$ cat src/rtl/mul4_fitness_eval.sv
// Fitness evaluator: drives LFSR operand pairs to a candidate 32x32 multiplier and
// scores its 64-bit product against an internal shift-add reference.
module mul4_fitness_eval #(
  parameter int unsigned NUM_VECTORS = 64,
  parameter logic [31:0] SEED        = 32'h0000_0001
) (
  input  logic                                 clk,
  input  logic                                 rst,
  input  logic                                 start,
  output logic                                 busy,
  output logic                                 done,
  output logic [15:0]                          a1,
  output logic [15:0]                          a0,
  output logic [15:0]                          b1,
  output logic [15:0]                          b0,
  input  logic [15:0]                          y3,
  input  logic [15:0]                          y2,
  input  logic [15:0]                          y1,
  input  logic [15:0]                          y0,
  output logic [$clog2(64*NUM_VECTORS+1)-1:0]  score,
  output logic [$clog2(NUM_VECTORS+1)-1:0]     exact
);

  // state | meaning
  // IDLE  | waiting for start
  // GEN_A | latch operand A from LFSR
  // GEN_B | latch operand B, load reference multiplier
  // MUL   | 32 shift-add steps
  // CMP   | sample candidate, accumulate score
  // DONE  | one-cycle completion pulse
  localparam logic [2:0] IDLE  = 3'd0;
  localparam logic [2:0] GEN_A = 3'd1;
  localparam logic [2:0] GEN_B = 3'd2;
  localparam logic [2:0] MUL   = 3'd3;
  localparam logic [2:0] CMP   = 3'd4;
  localparam logic [2:0] DONE  = 3'd5;

  localparam int          SW       = $clog2(64*NUM_VECTORS+1);
  localparam int          EW       = $clog2(NUM_VECTORS+1);
  localparam logic [31:0] MASK     = 32'h8020_0003;
  localparam logic [31:0] SEED_EFF = (SEED == 32'd0) ? 32'd1 : SEED;

  logic [2:0]    state;
  logic [31:0]   lfsr;
  logic [31:0]   op_a;
  logic [31:0]   op_b;
  logic [63:0]   p;
  logic [4:0]    mcnt;
  logic [EW-1:0] vcnt;

  logic [31:0]   lfsr_nxt;
  logic [32:0]   acc;
  logic [63:0]   y_cat;
  logic [6:0]    match_cnt;
  logic [EW-1:0] vcnt_inc;

  always_comb begin
    lfsr_nxt  = (lfsr >> 1) ^ (lfsr[0] ? MASK : 32'd0);
    acc       = {1'b0, p[63:32]} + {1'b0, op_a};
    y_cat     = {y3, y2, y1, y0};
    vcnt_inc  = vcnt + EW'(1);
    match_cnt = '0;
    for (int i = 0; i < 64; i++) begin
      match_cnt = match_cnt + {6'd0, ~(y_cat[i] ^ p[i])};
    end
  end

  always_ff @(posedge clk) begin
    if (rst) begin
      state <= IDLE;
      lfsr  <= SEED_EFF;
      op_a  <= '0;
      op_b  <= '0;
      p     <= '0;
      mcnt  <= '0;
      vcnt  <= '0;
      score <= '0;
      exact <= '0;
    end else begin
      case (state)
        IDLE: begin
          if (start) begin
            state <= GEN_A;
            lfsr  <= SEED_EFF;
            vcnt  <= '0;
            score <= '0;
            exact <= '0;
          end
        end
        GEN_A: begin
          op_a  <= lfsr;
          lfsr  <= lfsr_nxt;
          state <= GEN_B;
        end
        GEN_B: begin
          op_b  <= lfsr;
          lfsr  <= lfsr_nxt;
          p     <= {32'd0, lfsr};
          mcnt  <= 5'd31;
          state <= MUL;
        end
        MUL: begin
          // carry out of the 32-bit add lands in P[63] after the shift
          if (p[0]) p <= {acc, p[31:1]};
          else      p <= {1'b0, p[63:1]};
          mcnt <= mcnt - 5'd1;
          if (mcnt == 5'd0) state <= CMP;
        end
        CMP: begin
          score <= score + SW'(match_cnt);
          exact <= exact + EW'(y_cat == p);
          vcnt  <= vcnt_inc;
          if (vcnt_inc < EW'(NUM_VECTORS)) state <= GEN_A;
          else                             state <= DONE;
        end
        DONE:    state <= IDLE;
        default: state <= IDLE;
      endcase
    end
  end

  assign busy = (state == GEN_A) || (state == GEN_B) || (state == MUL) || (state == CMP);
  assign done = (state == DONE);
  assign a1   = op_a[31:16];
  assign a0   = op_a[15:0];
  assign b1   = op_b[31:16];
  assign b0   = op_b[15:0];

endmodule

$ cat config.mk
export PLATFORM = sky130hd
export DESIGN_NAME = mul4_fitness_eval
export DESIGN_NICKNAME = d
export VERILOG_FILES = /design/src/rtl/mul4_fitness_eval.sv
export SDC_FILE = /design/constraint.sdc
export NUM_CORES = 1
export LEC_CHECK = 0
export CAP_MARGIN = 15
export CORE_UTILIZATION = 25
export CTS_CLUSTER_DIAMETER = 30
export DETAILED_ROUTE_END_ITERATION = 6
export SLEW_MARGIN = 20
export SYNTH_ARGS = -nofsm -noshare
export SYNTH_HDL_FRONTEND = slang
export SYNTH_SLANG_ARGS = --single-unit
export TNS_END_PERCENT = 20
$ cat constraint.sdc
create_clock -name clk -period 26.1 [get_ports clk]
set_input_delay 6.525 -clock clk [delete_from_list [all_inputs] [get_ports clk]]
set_output_delay 6.525 -clock clk [all_outputs]
set_load 0.03 [all_outputs]
# After elaboration in Yosys (flattened, before gate mapping)
# Cells that the tools add are included.
totals:
  reg_bits: 195
  in_bits: 67
  output_inout_bits: 86
  elab_cells: 242
classes:
  addsub: 68
  order_cmp: 1
  n_eq_ne: 8
  mux: 15
  bitwise: 129
  reduce_logical: 12
op_table:
  columns: ["cell", "count"]
  rows:
  - ["$add A7 B1 Y7", 58]
  - ["$pmux W64 S2", 1]
  - ["$eq A64 B64 Y1", 1]
  - ["$mux W32", 2]
  - ["$mux W64", 1]
  - ["$not A1 Y1", 64]
  - ["$pmux W32 S2", 1]
  - ["$xor A1 B1 Y1", 64]
  - ["$add A32 B32 Y33", 1]
  - ["$xor A31 B32 Y32", 1]
  - ["$pmux W7 S2", 2]
  - ["$pmux W13 S2", 1]
  - ["$pmux W3 S5", 1]
  - ["$add A13 B7 Y13", 1]
  - ["$mux W13", 1]
  - ["$pmux W5 S2", 1]
  - ["$mux W3", 3]
  - ["$add A6 B1 Y7", 1]
  - ["$add A7 B1 Y7 const B", 1]
  - ["$lt A7 B7 Y1 const B", 1]
  - ["$mux W7", 1]
  - ["$add A5 B1 Y6", 1]
  - ["$eq A3 B2 Y1 const B", 2]
  - ["$eq A3 B3 Y1 const B", 2]
  - ["other kinds (13)", 20]

# Depth between registers and ports, before layout
logic_depth:
  ltp_word: 67
  depth_mapped: 23
  ltp_nobuf: 23

# Least setup slack after synthesis
# OpenSTA, ideal clock, no wires.
synth_timing:
  path_type: "in2reg"
  from: "input y0[0]"
  to: "register score[12]"
  setup_time_ps: 65
  arrival_ps: 12856
  t_required_ps: 26035
  slack_ps: 13179
  stages: 23
  path_buffers: 0
  cell_sequence: "xnor2_1 -> inv_1 -> fa_1 -> inv_1 -> fa_1 -> inv_1 -> fa_1 -> fa_1 -> fa_1 -> fa_1 -> fa_1 -> fa_1 -> inv_1 -> fa_1 -> inv_1 -> fa_1 -> nor2b_1 -> o21a_1 -> o21ai_0 -> a21oi_1 -> o2111ai_1 -> mux2_2 -> nor2_1"
synth_via:
  elab_chain_len: 67
synth_rtl:
  columns: ["item", "line", "rtl"]
  rows:
  - ["start: declaration", "19", "input logic [15:0] y0,"]
  - ["$xor A1 B1 Y1", "64", "match_cnt = match_cnt + {6'd0, ~(y_cat[i] ^ p[i])};"]
  - ["$not A1 Y1", "64", null]
  - ["$add A1 B1 Y2", "64", null]
  - ["$add A2 B1 Y3", "64", null]
  - ["$add A3 B1 Y4", "64", null]
  - ["$add A4 B1 Y5", "64", null]
  - ["$add A5 B1 Y6", "64", null]
  - ["$add A6 B1 Y7", "64", null]
  - ["$add A7 B1 Y7 (57 in series)", "64", null]
  - ["$add A13 B7 Y13", "110", "score <= score + SW'(match_cnt);"]
  - ["$pmux W13 S2", "80", "case (state)"]
  - ["end signal: assignment", "110", null]
  - ["end: declaration", "20", "output logic [$clog2(64*NUM_VECTORS+1)-1:0] score,"]
# Every way passes these cells.
# A chain may end at the register's enable or synchronous reset.

# Worst setup path after layout
# Ends and elaborated chain as after synthesis.

==> flow_summary.toml <==
[global_route]
grt_overflow = 0
top_usage_layer = "met2"
antenna_found_initial = 0
grt_max_degree = 83
use_met1_pct = 23.5
grtUsageMet3_pct = 3.13
grt_pass1_wl_um = 65200
grt_pass1_vias = 10561
track_usage_pct = 17.6
use_met2_pct = 28.7

[logic_synthesis]
synth_area_per_cell_um2 = 8.51
synthMuxAreaShare_pct = 3.66
yosys_most_used_dff = "dfxtp_1"
syn_area_mm2 = 0.0121
yosys.area_share.adder_pct = 16.2
synth-seq-cells = 195
ys_seq_area_share_pct = 32.4
async_flop_share_pct = 0
syn-num-nets = 1605
yosys_warnings = 0
synth_xor_area_share_pct = 6.98
synth_cell_types = 67
synth_top_family_by_area = "compound AO/OA/AOI/OAI gates"
yosys.area_share.simple_pct = 16.2
synth_enable_flop_cells = 0
postSynthCellCount = 1416
synth_compound_area_share_pct = 19.6

[finish]
nets = 1700
layout-drive-gt1-share_pct = 4.40
design_area_mm2 = 0.0147
syn_to_final_growth_pct = 22.4
diodes = 0
multi_input_comb_area_mm2 = 0.00760
nFillCells = 5003
fin_util_pct = 30.9
seq_area_mm2 = 0.00391

[sta]
finalCriticalPeriod_ps = 13520
worstMarginPinSlew_ps = 1080
report.final.slew_viol_count = 0
fin_worst_skew_ps = 22.0
setup_violations = 0
hold_violations = 0
fin_hold_ws_ps = 461
fmax_mhz = 74.0
tns_ps = 0
post-route-period-util_pct = 51.8
rsz0062_at_grt = "false"
relSlewSlack_pct = 27.9

[detailed_routing]
totalWireLength_um = 43400
drc = 0
routedWlPerCell_um = 20.3
drt-initial-drc-count = 959
postRouteAntennaNets = 0
first_pass_iters = 5
vias = 10787
vias_per_cell = 5.04

[placement]
hpwl_um = 33400
io_buffers = 152
place_area_mm2 = 0.0141
place.gp.congestion = 0.967

[run]
max_cap_viol_count = 0

[floorplanning]
chipWidth_um = 222
coreArea_mm2 = 0.0476
die_h_um = 222
rows = 80
initial_core_util_pct = 25.3
die_area_mm2 = 0.0491
ios = 153

[power_and_ir_drop]
p_leak_nw = 5.48
p_per_area_mw_per_mm2 = 152
ir_worst_vdd_mv = 0.476

[worst_setup_path]
critPathKind = "input port to flop"
start_kind = "input port"
cp_max_fo = 3
crit_required_ps = 26500
worstSetupEndpointType = "flop"
critPathArrivalTime_ps = 13920

[clock_tree]
clk_path_buf_depth = 2
cts_tree = "done"
cts_root_buf = "clkbuf_16"
postCtsSetupRepairBufs = 0
path_clk_slew_ps = 80
cts_hold_buf = 0
numCtsBuffers = 17
cts.repair.resized = 0
clk_latency_ps = 470
clock-sinks = 195
h-tree-depth = 4

[run_status]
status = "finished, final reports clean"

[worst_hold_path]
hold_path_class = "flop to flop"
## where the power goes
group / total, W / leakage, nW / internal [W] / switching, W
Sequential: 0.000323 / 1.58 / 0.000309 / 0.0000141
Clock: 0.000280 / 0.296 / 0.000133 / 0.000146
Combinational: 0.00164 / 3.60 / 0.000720 / 0.000922
## worst max-delay path, stage by stage
cell and delay (ps):
clkdlybuf4s50_1 530, xnor2_1 340, inv_1 100, fa_1 520
inv_1 60, fa_1 530, inv_1 60, fa_1 510
fa_1 520, fa_1 510, fa_1 510, fa_1 520
fa_1 540, inv_1 50, fa_1 430, inv_1 80
fa_1 210, nor2b_1 60, o21a_1 170, o21ai_0 300
a21oi_1 180, o2111ai_1 230, mux2_2 350, nor2_1 80
## stage by stage
stage	setup WS, ps	instances	total power [W]
2_1_floorplan	13180	1416	0.00162
3_3_place_gp	12210	2107	0.00193
3_5_place_dp	12170	2107	0.00197
4_1_cts	12630	2139	0.00227
5_1_grt	12170	2139	0.00249
6_report	12580	2139	0.00224
## layer usage
metal,part of all wire (%),wire (um)
met1,45,19400
met2,47,20300
met3,5.8,2500
met4,2.7,1160
met5,0,0
## final timing paths
check        startpoint   endpoint  slack [ps]  cells after the start
max               y0[0]  score[12]       12580                     24
min reg2reg    op_b[17]   op_b[17]         460                      2
min            op_b[17]   op_b[17]         460                      2
max reg2reg        p[0]  score[12]       18600                     24
## placed cells by master, fill, tap and decap left out, types with 8 or more instances in the layout
| cell type | n |
|---|---|
| clkbuf_16 | 17 |
| fa_1 | 57 |
| inv_1 | 67 |
| mux2i_1 | 37 |
| nor3_1 | 15 |
| nand4_1 | 13 |
| o22ai_1 | 15 |
| a21o_1 | 15 |
| ha_1 | 65 |
| a31oi_1 | 12 |
| nand2_1 | 179 |
| xor2_1 | 41 |
| a211oi_1 | 44 |
| o21a_1 | 15 |
| xnor2_1 | 55 |
| and3_1 | 11 |
| o21bai_1 | 8 |
| o21ai_0 | 29 |
| dfxtp_1 | 194 |
| clkdlybuf4s50_1 | 151 |
| a22oi_1 | 59 |
| nor2_1 | 152 |
| nand2b_1 | 8 |
| nor2b_1 | 9 |
| buf_4 | 11 |
| nand3_1 | 26 |
| a21oi_1 | 117 |
## cell usage after synthesis (10+ instances only)
library cell  count  share of area (%)
o21ai_0          29                1.2
a22oi_1          59                3.7
a21o_1           15               0.93
nand2_1         180                5.6
buf_1            12               0.37
fa_1             57                9.5
nand4_1          13               0.67
dfxtp_1         195                 32
mux2i_1          37                3.1
a211oi_1         44                2.7
ha_1             65                6.7
nor3_1           16               0.66
xor2_1           41                3.0
nand3_1          26                1.1
inv_1            67                2.1
a31oi_1          12               0.62
o21a_1           15               0.93
nor2b_1          10               0.52
nor2_1          155                4.8
clkbuf_1         69                2.1
xnor2_1          55                4.0
and3_1           11               0.57
o22ai_1          15               0.78
a21oi_1         117                4.9
## kinds of logic after synthesis
logic type               count (synthesis)
XOR/XNOR                                96
multiplexers                            43
AND/OR/NAND/NOR                        449
adder cells (fa/ha/maj)                122
AO/OA/AOI/OAI                          357
buffers and inverters                  154
flip-flops                             195
## registers in the layout (all words and copies together) (netlist names)
register / count
exact: 7
op_a: 32
op_b: 32
vcnt: 7
score: 13
p: 64
mcnt: 5
lfsr: 32
state: 3
## area by class of cell
type | instances | share of cell area [%]
multi-input cells | 1067 | 51.5
well taps | 615 | 5.22
clock buffers | 18 | 2.98
clock inverters | 14 | 1.20
repair buffers | 163 | 10.9
flip-flops and latches | 195 | 26.5
inverters | 67 | 1.71
Power figures use the tool's default switching activity.
==> patch 1: new RTL, same flow settings <==
The parameter `NUM_VECTORS` goes from 64 to 32.
--- a/src/rtl/mul4_fitness_eval.sv
+++ b/src/rtl/mul4_fitness_eval.sv
@@ -3,3 +3,3 @@
 module mul4_fitness_eval #(
-  parameter int unsigned NUM_VECTORS = 64,
+  parameter int unsigned NUM_VECTORS = 32,
   parameter logic [31:0] SEED        = 32'h0000_0001
Ports: changed (resized exact and score); port bits go from 153 to 151. No check against the original RTL was run, so the function may have changed too.
==> patch 1 against the original RTL <==
  * Synthesized cell count is 3.6% lower
  * Area after synthesis is 2.6% lower
  * Total power down 10%
  * Design area fell by 2.1%
  * Sequential cell count shrank 3
  * Routed wire length fell by 2.1%
  * Highest routed layer unchanged
  * Critical endpoint is now score[10]
  * Critical path depth is 1 higher
  * Core utilization rose by 0.11 points
  * First-iteration DRC count is 7.2% lower
  * Sequential share of layout area increased by 0.16 points
  * Worst setup slack worse by 0.061 ns
  * Hold slack about the same
  * Largest cell class unchanged
  * Non-clock buffer count stayed put
==> patch 1: results (changes against the original RTL) <==
[outcome]
status = finished, final reports clean

[sta]
setup_ws_ns = 12.52  ; -0.0613 ns
tightest_slew_ns = 0.987  ; -0.0936 ns
hold_slack_ns = 0.461  ; -0.000201 ns
fin_worst_skew_ns = 0.0138  ; -0.00827 ns

[cells_and_area]
finalNonFillerCells = 2091  ; -2.2%
nets = 1659  ; -2.4%
multi_input_gates = 1030  ; -3.5%
drive_gt1_frac = 0.0472  ; +0.00321
seq_area_mm2 = 0.00384  ; -1.5%
fillers = 4901  ; -2.0%
buffer_area_frac = 0.111  ; +0.00204
multiInputGateArea_mm2 = 0.00738  ; -2.9%

[hold_path]
hold_start = op_b[31]
min_to = op_b[31]

[yosys]
syn_nets = 1553  ; -3.2%
synth_mux_area_frac = 0.0337  ; -0.00298
netlist_top_cells_area = dfxtp_1 33%, fa_1 9.7%, ha_1 6.8%, nand2_1 5.6%, a21oi_1 5.1%
ys_seq_area_frac = 0.327  ; +0.00338
synth_fa_ha_area_frac = 0.165  ; +0.00318
synth_cells = 1365  ; -3.6%
synth_cell_types = 66  ; -1.5%

[setup_path]
r2r_setup_slack_ns = 18.72  ; +0.12 ns
cp-startpoint = y1[0]
r2r-start = p[16]

[detailed_routing]
drt_iter0_markers = 890  ; -7.2%
viasPerCell = 5.04  ; about the same
wl_um = 42500  ; -2.1%

[power]
peakVddDrop_mv = 0.322  ; -32%
power_density_mw_per_mm2 = 140  ; -8.1%

[clock_network]
clock_sinks = 192  ; -1.5%

[grt]
grt_usage = 0.179  ; +0.00307
grt_pass1_wl_um = 64200  ; -1.5%

[placed_design]
gp_congestion = 0.945  ; -2.3%
dp_hpwl_um = 33400  ; -0.21%
dpl_cell_area_mm2 = 0.0138  ; -2.1%

[floorplan]
die_w_um = 219  ; -1.3%

## patch 1: cell types whose count changed in the layout (fill, tap and decap cells not counted), moves of 5 or more
cell	change
nor2_1	-16
a21o_1	-7
nand3_1	-7
o21a_1	-6
nor2b_1	-5
o21ai_0	+5
o21bai_1	-5
## patch 1: per-layer routing
| layer | global-route usage | routed length [um] | share of wire |
|---|---|---|---|
| met1 | 0.249 | 20200 | 0.47 |
| met5 | 0 | 0 | 0 |
| met4 | 0.0530 | 1000 | 0.024 |
| met2 | 0.274 | 18800 | 0.44 |
| met3 | 0.0411 | 2510 | 0.059 |
## patch 1: report_power, final
part	internal [mW]	switching (mW)	leakage, nW
clock	0.137	0.134	0.286
sequential	0.299	0.00783	1.55
combinational	0.614	0.826	3.38
## patch 1: worst max-delay path: cells and delay by family
family | cells | cell delay [ns]
AO/OA/AOI/OAI | 4 | 0.86
XOR/XNOR | 1 | 0.33
adder cells (fa/ha/maj) | 10 | 4.80
buffers and inverters | 7 | 0.93
AND/OR/NAND/NOR | 3 | 0.49
==> patch 2: new RTL, config.mk and constraints unchanged <==
Without the edit above. Register the output `b1`; this adds one clock of latency there. The other outputs are not delayed to match.
--- a/src/rtl/mul4_fitness_eval.sv
+++ b/src/rtl/mul4_fitness_eval.sv
@@ -125,3 +125,5 @@
   assign a0   = op_a[15:0];
-  assign b1   = op_b[31:16];
+  always_ff @(posedge clk) begin
+    b1 <= op_b[31:16];
+  end
   assign b0   = op_b[15:0];
Formal check against the unedited RTL: not equivalent (a bounded check fails within 4 cycles, from zero or initial values and one cycle with rst high).
==> patch 2 against the original RTL <==
  * Area after synthesis up 4.3%
  * Clock skew rose by 0.0033 ns
  * Non-clock buffer count grew 2
  * Design area rose by 12%
  * Routed wire length up 2.3%
  * Register-to-register slack better by 0.38 ns
  * First-iteration DRC count decreased by 9.9%
  * Highest routed layer unchanged
  * Sequential cell count rose by 16
  * Via count increased by 2.1%
  * Largest cell class unchanged
  * Worst setup slack better by 0.36 ns
  * Maximum frequency grew 2.8%
Power is left out: the tool's default activity adds up to more than one toggle a clock period on the data nets, which glitch-free logic cannot reach.
==> patch 2: results (changes against the original RTL) <==
[grt]
gr-usage-met1 = 0.211  ; -0.0239
grt_pass1_vias = 11100  ; +5.1%
grt_usage = 0.172  ; -0.00386
gr-usage-met2 = 0.279  ; -0.00792
grt_max_degree = 82  ; -1.2%
grt_pass1_wl_um = 66000  ; +1.2%
grt_util_met3 = 0.0454  ; +0.0141

[yosys]
synth_mux_area_frac = 0.0330  ; -0.00361
netlist_top_cells_area = dfxtp_1 34%, fa_1 9.1%, ha_1 6.5%, nand2_1 5.4%, a21oi_1 4.7%
synth_fa_ha_area_frac = 0.155  ; -0.00673
synth-compound-area-share = 0.188  ; -0.00784
netlist_top_cells_count = 211 x dfxtp_1, 181 x nand2_1, 147 x nor2_1
synth_cells = 1436  ; +1.4%
ys_seq_area_frac = 0.336  ; +0.0120
synth_cell_types = 80  ; +19%
synth_xor_area_frac = 0.0683  ; -0.00150
async_reset_ff_frac = 0  ; unchanged
syn_nets = 1625  ; +1.2%
ys.flop_type = dfxtp_1

[detailed_routing]
viasPerCell = 4.86  ; -3.7%
drt_iter0_markers = 864  ; -9.9%
wl_um = 44400  ; +2.3%
firstDrtPassIters = 5  ; unchanged

[setup_path]
r2r_cells = 22  ; -8.3%
r2r-start = p[42]
r2r_setup_slack_ns = 18.98  ; +0.38 ns
cp-startpoint = y0[0]
critPathArrivalTime_ns = 13.65  ; -0.27 ns
reg2reg_to = score[12]
critPathMaxStageDelay_ns = 0.58  ; +0.04 ns
cp_slowest_cell = clkdlybuf4s50_1
crit_fanout = 4  ; +1

[placed_design]
gp_congestion = 0.909  ; -6.0%
io_buffers = 152  ; unchanged
dp.cells = 2163  ; +2.7%
dp_hpwl_um = 33600  ; +0.58%

[cells_and_area]
fillers = 5120  ; +2.3%
nets = 1747  ; +2.8%
finalNonFillerCells = 2268  ; +6.0%
regMostFlops = p
diodes = 0  ; unchanged
drive_gt1_frac = 0.0941  ; +0.0502

[clock_network]
ctsResizeCount = 0  ; unchanged
cts_setup_buffers = 0  ; unchanged
cts_made_buffers = 57  ; +40
clk_pin_slew_worst_paths_ns = 0.04  ; -0.04 ns
clk_path_buf_depth = 3  ; +1
clock_latency_ns = 0.59  ; +0.12 ns
htree_levels = 2  ; -2

[sta]
tightest_slew_ns = 1.08  ; -0.00119 ns
fin_worst_skew_ns = 0.0253  ; +0.00329 ns

[outcome]
status = finished, final reports clean

==> patch 2: cells by family after synthesis <==
family	count (synthesis)
AOI/OAI and AO/OA	350
xor gates and xnor gates	98
adders and majority gates	122
buffers and inverters	166
DFF	211
muxes	41
and+or+nand+nor	448
==> patch 2: how the worst min path moves through the flow <==
| stage | start | to | cells past startpoint |
|---|---|---|---|
| detailed placement | op_b[16] | b1[0] | 0 |
| global route | op_b[16] | b1[0] | 0 |
| CTS | op_b[31] | b1[15] | 0 |
| global placement | op_b[31] | b1[15] | 0 |
| floorplan | op_b[16] | b1[0] | 0 |
| finish | op_b[31] | b1[15] | 0 |
==> patch 2: metrics by stage <==
step / hold WS [ns] / area [um2] / setup slack (ns)
after global routing: 0.363 / 16500 / 12.59
after global placement: 0.338 / 14500 / 12.36
after detailed placement: 0.335 / 14500 / 12.36
final: 0.349 / 16500 / 12.94
after CTS: 0.351 / 16500 / 12.94
after floorplan: 0.331 / 12600 / 13.28
==> patch 2: metal layers <==
metal | wire length, um | vias up | part of all wire
met5 | 0 | - | 0
met4 | 1860 | 0 | 0.042
met3 | 3160 | 88 | 0.071
met2 | 20500 | 365 | 0.46
met1 | 18800 | 5315 | 0.42
li1 | - | 5247 | -
==> patch 2: critical path: cells and delay by family <==
kind,cells,cell delay [ns]
AO/OA/AOI/OAI,5,0.86
XOR/XNOR,1,0.17
adder cells (fa/ha/maj),10,4.64
buffers and inverters,6,0.94
AND/OR/NAND/NOR,3,0.52
==> patch 2: area by class of cell <==
class,instances,area [um2],share of cell area
multi-input combinational,1059,7620,0.462
clock inverter,35,389,0.0236
timing repair buffer,165,1620,0.0983
clock buffer,70,1560,0.0944
sequential,211,4230,0.256
tap,664,831,0.0504
inverter,64,240,0.0146
